<file path="config.mk">
export PLATFORM = sky130hd
export DESIGN_NAME = rom_stream_loader
export DESIGN_NICKNAME = d
export VERILOG_FILES = /design/src/rtl/rom_stream_loader_pkg.sv /design/src/rtl/rom_stream_loader_packer.sv /design/src/rtl/rom_stream_loader.sv
export SDC_FILE = /design/constraint.sdc
export NUM_CORES = 1
export LEC_CHECK = 0
export CORE_MARGIN = 2
export CORE_UTILIZATION = 37
export CTS_BUF_LIST = sky130_fd_sc_hd__clkbuf_16
export CTS_CLUSTER_SIZE = 40
export DETAILED_ROUTE_END_ITERATION = 16
export GPL_TIMING_DRIVEN = 0
export HOLD_SLACK_MARGIN = 0.15
export PLACE_DENSITY_LB_ADDON = 0.2
export SKIP_CTS_REPAIR_TIMING = 1
export SLEW_MARGIN = 20
export SYNTH_ARGS = -nofsm -noshare
export SYNTH_HDL_FRONTEND = slang
export SYNTH_SLANG_ARGS = --single-unit
</file>
<file path="constraint.sdc">
create_clock -name clk -period 2.7 [get_ports clk]
set_input_delay 0.54 -clock clk [delete_from_list [all_inputs] [get_ports clk]]
set_output_delay 0.54 -clock clk [all_outputs]
set_load 0.1 [all_outputs]
</file>
<file path="src/rtl/rom_stream_loader_pkg.sv">
// Shared types and constants for the ROM stream loader.
package rom_stream_loader_pkg;

   // One stream byte per lane, four lanes per ROM word.
   localparam int unsigned LANE_W = 8;
   localparam int unsigned LANES  = 4;

   typedef enum logic [1:0] {
      StIdle,
      StLoad,
      StDone,
      StErr
   } state_e;

   // ROM size in bytes for a given byte-address width.
   function automatic int unsigned rom_byte_size(input int unsigned addr_width);
      return 32'd1 << addr_width;
   endfunction

   // ROM depth in 32-bit words for a given byte-address width.
   function automatic int unsigned rom_depth(input int unsigned addr_width);
      return 32'd1 << (addr_width - 32'd2);
   endfunction

endpackage

</file>
<file path="src/rtl/rom_stream_loader_packer.sv">
// Lane-indexed 4-byte word buffer. The merged word (buffer plus incoming byte) is
// presented combinationally so the caller can register it on the flush cycle.
module rom_byte_packer
   import rom_stream_loader_pkg::*;
(
   input  logic                      clk,
   input  logic                      rst,
   input  logic                      clear_i,
   input  logic                      wr_en_i,
   input  logic                      flush_i,
   input  logic [1:0]                lane_i,
   input  logic [LANE_W-1:0]         data_i,
   output logic [LANE_W*LANES-1:0]   word_o,
   output logic                      word_valid_o
);

   logic [LANE_W*LANES-1:0] pack_q;

   // Current buffer with the incoming byte dropped into its lane.
   always_comb begin
      word_o = pack_q;
      word_o[LANE_W*lane_i +: LANE_W] = data_i;
   end

   assign word_valid_o = wr_en_i & flush_i;

   // Accumulate bytes; a flush empties the buffer so unwritten lanes of the next word are zero.
   always_ff @(posedge clk) begin
      if (rst || clear_i) begin
         pack_q <= '0;
      end else if (wr_en_i) begin
         if (flush_i) begin
            pack_q <= '0;
         end else begin
            pack_q[LANE_W*lane_i +: LANE_W] <= data_i;
         end
      end
   end

endmodule

</file>
<file path="src/rtl/rom_stream_loader.sv">
// Packs a byte stream little-endian into 32-bit words and writes them to the instruction
// ROM from word 0 upward, holding the CPU in reset until the image is complete.
module rom_stream_loader
   import rom_stream_loader_pkg::*;
#(
   parameter int unsigned ROM_ADDR_WIDTH = 14,
   parameter bit          HOLD_AT_RESET  = 1'b1
) (
   input  logic                      clk,
   input  logic                      rst,
   input  logic                      start_i,
   input  logic [ROM_ADDR_WIDTH:0]   len_i,
   input  logic                      byte_valid_i,
   input  logic [7:0]                byte_data_i,
   output logic                      byte_ready_o,
   output logic                      rom_we_o,
   output logic [ROM_ADDR_WIDTH-3:0] rom_addr_o,
   output logic [31:0]               rom_wdata_o,
   output logic                      busy_o,
   output logic                      done_o,
   output logic                      err_o,
   output logic                      cpu_hold_o
);

   localparam int unsigned RomBytes = rom_byte_size(ROM_ADDR_WIDTH);

   state_e                  state_q;
   logic [ROM_ADDR_WIDTH:0] byte_cnt_q;
   logic [ROM_ADDR_WIDTH:0] len_q;

   logic        accept;
   logic        last_byte;
   logic        restart;
   logic [31:0] word;
   logic        word_valid;

   // byte_ready_o is only ever high in LOAD, so it alone qualifies the handshake.
   assign accept    = byte_valid_i & byte_ready_o;
   assign last_byte = (byte_cnt_q == len_q - 1'b1);
   // start_i is honoured everywhere except mid-load.
   assign restart   = start_i & (state_q != StLoad);

   rom_byte_packer u_packer (
      .clk          (clk),
      .rst          (rst),
      .clear_i      (restart),
      .wr_en_i      (accept),
      .flush_i      ((byte_cnt_q[1:0] == 2'd3) | last_byte),
      .lane_i       (byte_cnt_q[1:0]),
      .data_i       (byte_data_i),
      .word_o       (word),
      .word_valid_o (word_valid)
   );

   // Load FSM with byte counter and registered outputs.
   always_ff @(posedge clk) begin
      if (rst) begin
         state_q      <= StIdle;
         byte_cnt_q   <= '0;
         len_q        <= '0;
         byte_ready_o <= 1'b0;
         rom_we_o     <= 1'b0;
         rom_addr_o   <= '0;
         rom_wdata_o  <= '0;
         busy_o       <= 1'b0;
         done_o       <= 1'b0;
         err_o        <= 1'b0;
         cpu_hold_o   <= HOLD_AT_RESET;
      end else begin
         rom_we_o <= 1'b0;
         unique case (state_q)
            StIdle, StDone, StErr: begin
               // The final write pulse is in the first DONE cycle; release the CPU after it.
               if (state_q == StDone) begin
                  cpu_hold_o <= 1'b0;
               end
               if (restart) begin
                  len_q      <= len_i;
                  byte_cnt_q <= '0;
                  done_o     <= 1'b0;
                  err_o      <= 1'b0;
                  cpu_hold_o <= 1'b1;
                  if (32'(len_i) > RomBytes) begin
                     state_q <= StErr;
                     done_o  <= 1'b1;
                     err_o   <= 1'b1;
                  end else if (len_i == '0) begin
                     state_q <= StDone;
                     done_o  <= 1'b1;
                  end else begin
                     state_q      <= StLoad;
                     busy_o       <= 1'b1;
                     byte_ready_o <= 1'b1;
                  end
               end
            end
            StLoad: begin
               if (accept) begin
                  byte_cnt_q <= byte_cnt_q + 1'b1;
                  if (word_valid) begin
                     rom_we_o    <= 1'b1;
                     rom_addr_o  <= byte_cnt_q[ROM_ADDR_WIDTH-1:2];
                     rom_wdata_o <= word;
                  end
                  if (last_byte) begin
                     state_q      <= StDone;
                     busy_o       <= 1'b0;
                     byte_ready_o <= 1'b0;
                     done_o       <= 1'b1;
                  end
               end
            end
            default: state_q <= StIdle;
         endcase
      end
   end

endmodule

</file>
# == Yosys cells after proc, flatten, opt, wreduce, memory -nomap -nowiden ==
# Index checks and enable logic that the tools add are counted.
# op_classes
addsub,3
multipliers,0
div_mod_pow,0
order_cmp,1
n_eq_ne,11
shift,2
muxes,27
bitwise,6
n_reduce_logical,12
# op_table
op,n
5-bit negation with 34-bit output,1
8-bit by 34-bit variable shift with 32-bit output (first input constant),1
8-bit by 34-bit variable part select with 32-bit output,1
32-bit bitwise mux,1
32-bit two-way mux,1
15-bit two-way mux,2
15-bit case mux with 2 select lines,1
15-bit by 1-bit adder with 15-bit output (second input constant),1
15-bit == test,1
15-bit greater-than comparator (second input constant),1
15-bit logical NOT,1
15-bit by 1-bit subtractor with 15-bit output (second input constant),1
1-bit two-way mux,14
2-bit two-way mux,5
2-bit == test (second input constant),3
2-bit by 1-bit inequality test with 1-bit output (second input constant),3
2-bit inequality test (second input constant),3
2-bit AND reduction,3
3-bit AND reduction,2
3-bit OR reduction,2
5-bit AND reduction,1
1-bit case mux with 2 select lines,2
2-bit case mux with 2 select lines,1
1-bit bitwise AND,3
6 further kinds,7
# word_totals
reg_bits,113
latchBits,0
ram_bits,0
rom_bits,0
in_bits,27
elab_cells,73
mem_count,0

# == Longest topological paths before layout ==
# depth
depth_word,5
mapped_depth,11
mapped_depth_nobuf,9

# == Hierarchy ==
# Synthesis repeated with hierarchy kept, for this count alone.
# unflattened
hier_cells,675
area_unflattened_um2,5307.6
# by_module_without_submodules
mod,instances,cells_per_inst,area_per_inst_um2
rom_stream_loader,1,451,3505.9
rom_byte_packer,1,224,1801.7

# == Least setup slack after synthesis ==
# No wires, ideal clock.
# synth_timing
path_kind,register -> register
from,"register, netlist name busy_o"
to,register rom_wdata_o[12]
setup_time_ns,0.143
arrival_time_ns,2.521
required_ns,2.557
setup_slack_ns,0.036
stages_incl_launch_ff,10
n_path_buf,3
synth_period_minus_slack_ns,2.664
cell_sequence,dfxtp_1 nand2_1 or3_1 clkbuf_1 a21oi_1 nand4_1 buf_2 buf_2 nand3_1 a21oi_2
# synth_lines
element,line_no,rtl
end signal: assignment,rom_stream_loader.sv:103,rom_wdata_o <= word;
end: declaration,rom_stream_loader.sv:18,"output logic [31:0] rom_wdata_o,"

# == Worst setup path in the final report ==
# layout_timing
from,register len_q[0]
to,register rom_wdata_o[17]
# layout_via
elab_chain_len,5
# layout_rtl
element,line_no,rtl
start: declaration,rom_stream_loader.sv:29,logic [ROM_ADDR_WIDTH:0] len_q;
start signal: assignment,rom_stream_loader.sv:78,len_q <= len_i;
15-bit by 1-bit subtractor with 15-bit output,rom_stream_loader.sv:39,assign last_byte = (byte_cnt_q == len_q - 1'b1);
15-bit == test,rom_stream_loader.sv:39,
1-bit OR,rom_stream_loader.sv:48,".flush_i ((byte_cnt_q[1:0] == 2'd3) | last_byte),"
1-bit bitwise AND,rom_stream_loader_packer.sv:25,assign word_valid_o = wr_en_i & flush_i;
3-bit AND reduction (no line),-,
# No other way between the ends.
# A chain may end at the register's enable or synchronous reset.

==> results.txt <==
Status - finished, final reports clean
Clock buffers created by TritonCTS - 9
Tot GR Track Use - 0.196
Worst Hold Depth - 2
Drt first pass iters - 5
Worst skew pair latency - 0.37 ns
Mapped Area - 5440 sq um
Reg power frac - 0.504
GRT met2 Usage - 0.335
ANT cells - 0
Final wirelength - 15.6 mm
Sequential share of the synthesized area - 0.412
Starting DRC count in detailed routing - 377
Layout area overhead - 25.4%
Vias after detailed routing - 5197
Slew Limit Fails - 0
Worst R2R End - rom_wdata_o[17]$_SDFFE_PP0P_
Critical path's slowest cell - or4_4
Clk pin slew, worst setup/hold paths - 0.08 ns
# IOs - 77
Post-route ant nets - 0
Cells after DPL - 941
Setup TNS - 0 ns
Die X-Extent - 125 um
Power Density - 496 nW/um^2
IO buf count - 75
HP Start - err_o$_SDFFE_PP0P_
Combinational power share - 0.112
FMAX - 385 MHz
GRT busiest layer - met2
Antenna violations before repair - 0
Root buffer cell - clkbuf_16
Ranking of synthesized cells by area - dfxtp_1 (41%), a21oi_2 (6.3%), nand3_1 (5.4%)
Yosys top cell area share - 0.412
Min-delay worst type - flip-flop to flip-flop
Total internal power - 2.45 mW
Vias per std cell - 5.41
Final HPWL DP - 11.4 mm
Clk buf depth - 2
Critical Path AT - 2.82 ns
Vias in the first global route - 5118
Final setup vio count - 0
Clk pwr share - 0.384
FF+latch count, synth - 112
Number of flops mapped to enable cells by yosys - 0
Worst vdd ir - 0.000324 V
Ys async rst share - 0
# H-tree levels - 3
Fraction of layout cells with a size suffix above 1 - 0.124
Row Count - 44
Routing usage on met1 - 0.245
Number of clock sinks - 112
Min Tclk post-route - 2.60 ns
CP peak stage delay - 0.54 ns
Routability-driven placement congestion ratio - 0.871
Grt total ovfl - 0
Worst Hold Path EP - err_o$_SDFFE_PP0P_
Worst reg2reg startpoint - len_q[0]$_SDFFE_PP0P_
Ys Warns - 0
First-pass GRT wire length - 25.1 mm
Max Cap Viol - 0
M3 GR Usage - 0.0359
Reg2Reg Depth - 8
Fin cells - 961
Residual DRC - 0
CP max FO - 10
Net Sw Power - 0.932 mW
Dominant synthesized flop cell - dfxtp_1
Syn Nets - 716
Critical path class - flip-flop to flip-flop
FF-to-FF setup slack - 0.10 ns
Mapped Avg Cell Area - 7.98 sq um
Largest net degree at the start of global routing - 20
Post-Syn Instances - 682
Slew Limit Headroom - 0.339
Final Hold Fails - 0
Die height - 125 um
Initial Util - 0.377
Worst-path cell chain - or4_4 -> o41a_1 -> nor4_2 -> nand4_1 -> buf_6 -> buf_2 -> nand3_1 -> a21oi_2
Worst-margin pin slew - 0.988 ns
Total power - 3.38 mW
Switching share of power - 0.276
Synth cell types - 53
Cell accounting for the most synthesized area - dfxtp_1
Layout Skew - 0.0103 ns
Startpoint types - flip-flop
Worst Setup End Kind - flip-flop
Area of the core - 14400 sq um
Leak - 2.18 nW
Die ar. - 15700 sq um
CTS tree - done
Final period utilization - 0.962
Final net count - 806
Wire per inst - 16.2 um
WP data required - 2.92 ns
==> through the flow <==
step                setup WS, ns   util  hold WS, ns  cell area (sq um)
global placement          -0.339  0.445        0.446               6420
floorplan                 0.0358      -        0.448               5440
CTS                       -0.232  0.465        0.470               6710
detailed placement        -0.363  0.446        0.459               6430
finish                     0.101  0.473        0.462               6820
global route             -0.0214  0.473        0.492               6820
==> worst max-delay path, delay by kind of cell, from the launching register on <==
family	cells	cell delay, ns
simple gates	4	1.19
compound gates	2	0.53
buf+inv	2	0.38
flops	1	0.36
==> kinds of logic after synthesis <==
family                     after synthesis  synth area share
and+or+nand+nor                        242             0.208
adders and majority gates                7            0.0161
AOI/OAI and AO/OA                      211             0.249
DFF                                    112             0.412
xor gates and xnor gates                17            0.0274
muxes                                    5           0.00989
buffers and inverters                   88            0.0775
==> cell type report <==
type	instances	area, sq um
Fill cell	1426	7600
Multi-Input combinational cell	482	2860
Sequential cell	112	2240
Timing Repair Buffer	80	788
Buffer	47	275
Tap cell	184	230
Clock buffer	9	225
Inverter	40	150
Clock inverter	7	52.6
==> worst max-delay path by stage <==
stage	startpoint	to	slack (ns)	depth (start not counted)
2_1_floorplan	busy_o$_SDFFE_PP0P_	rom_wdata_o[12]$_SDFFE_PP0P_	0.04	9
3_3_place_gp	byte_valid_i	rom_wdata_o[13]$_SDFFE_PP0P_	-0.34	10
3_5_place_dp	byte_valid_i	rom_wdata_o[12]$_SDFFE_PP0P_	-0.36	10
4_1_cts	len_q[0]$_SDFFE_PP0P_	u_packer.pack_q[23]$_SDFFE_PP0P_	-0.23	10
5_1_grt	len_q[0]$_SDFFE_PP0P_	rom_wdata_o[17]$_SDFFE_PP0P_	-0.02	11
6_report	len_q[0]$_SDFFE_PP0P_	rom_wdata_o[17]$_SDFFE_PP0P_	0.10	8
==> state kept, by name (all words and copies together), names as in the netlist, 12 cells and up <==
name,count
byte_cnt_q,15
rom_wdata_o,32
rom_addr_o,12
u_packer.pack_q,32
len_q,15
==> Yosys cell counts (all sizes together) (2+ instances only) <==
cell type  count
a211o          2
buf           18
nand4          3
a211oi         2
dfxtp        112
a21oi         70
mux2i          2
and4           3
inv           40
or3            3
o21ai         84
a311oi         3
nand3b         2
mux2           3
nand2b         4
and3           3
a21boi         3
nor3           7
or2            3
o211ai         4
nor4b          2
nor2          59
and2           2
xor2           5
nand3         59
ha             7
a31oi          2
xnor2         12
clkbuf        30
a22oi         34
nor4           7
nand2         78
nor3b          2
==> power groups by stage <==
stage	sequential, mW	combinational [mW]	clock (mW)
4_1_cts	1.70	0.364	1.33
3_3_place_gp	1.74	0.353	0
2_1_floorplan	1.76	0.210	0
5_1_grt	1.71	0.411	1.38
6_report	1.70	0.378	1.30
3_5_place_dp	1.74	0.363	0
==> placed cells by master, fill, tap and decap left out, types with 3 or more instances in the layout <==
cell type / netlist / layout
inv_1: 40 / 40
o211ai_1: 4 / 4
o21ai_0: 44 / 44
or2_2: 3 / 3
a22oi_1: 34 / 34
xnor2_1: 12 / 12
a21oi_1: 31 / 31
or3_1: 3 / 3
nor4_1: 6 / 4
nand2b_1: 4 / 4
nand2_1: 78 / 77
clkdlybuf4s50_1: 0 / 75
a311oi_1: 3 / 3
xor2_1: 5 / 5
buf_4: 1 / 6
mux2_2: 3 / 3
ha_1: 7 / 7
clkbuf_1: 30 / 28
and3_1: 3 / 3
clkbuf_16: 0 / 9
o21ai_1: 40 / 40
nor3_4: 0 / 3
nor4_2: 1 / 3
nand3_1: 59 / 59
nor2_1: 59 / 59
nand4_1: 3 / 3
buf_12: 4 / 4
and4_1: 3 / 3
dfxtp_1: 112 / 110
a21oi_2: 39 / 39
buf_2: 12 / 11
nor3_1: 6 / 4
==> layer usage <==
| metal | share of wire | up-vias | wire, um |
|---|---|---|---|
| li1 | - | 2558 | - |
| met1 | 0.45 | 2509 | 7090 |
| met2 | 0.49 | 105 | 7670 |
| met3 | 0.033 | 25 | 512 |
| met4 | 0.021 | 0 | 320 |
| met5 | 0 | - | 0 |
Power figures use the tool's default switching activity.
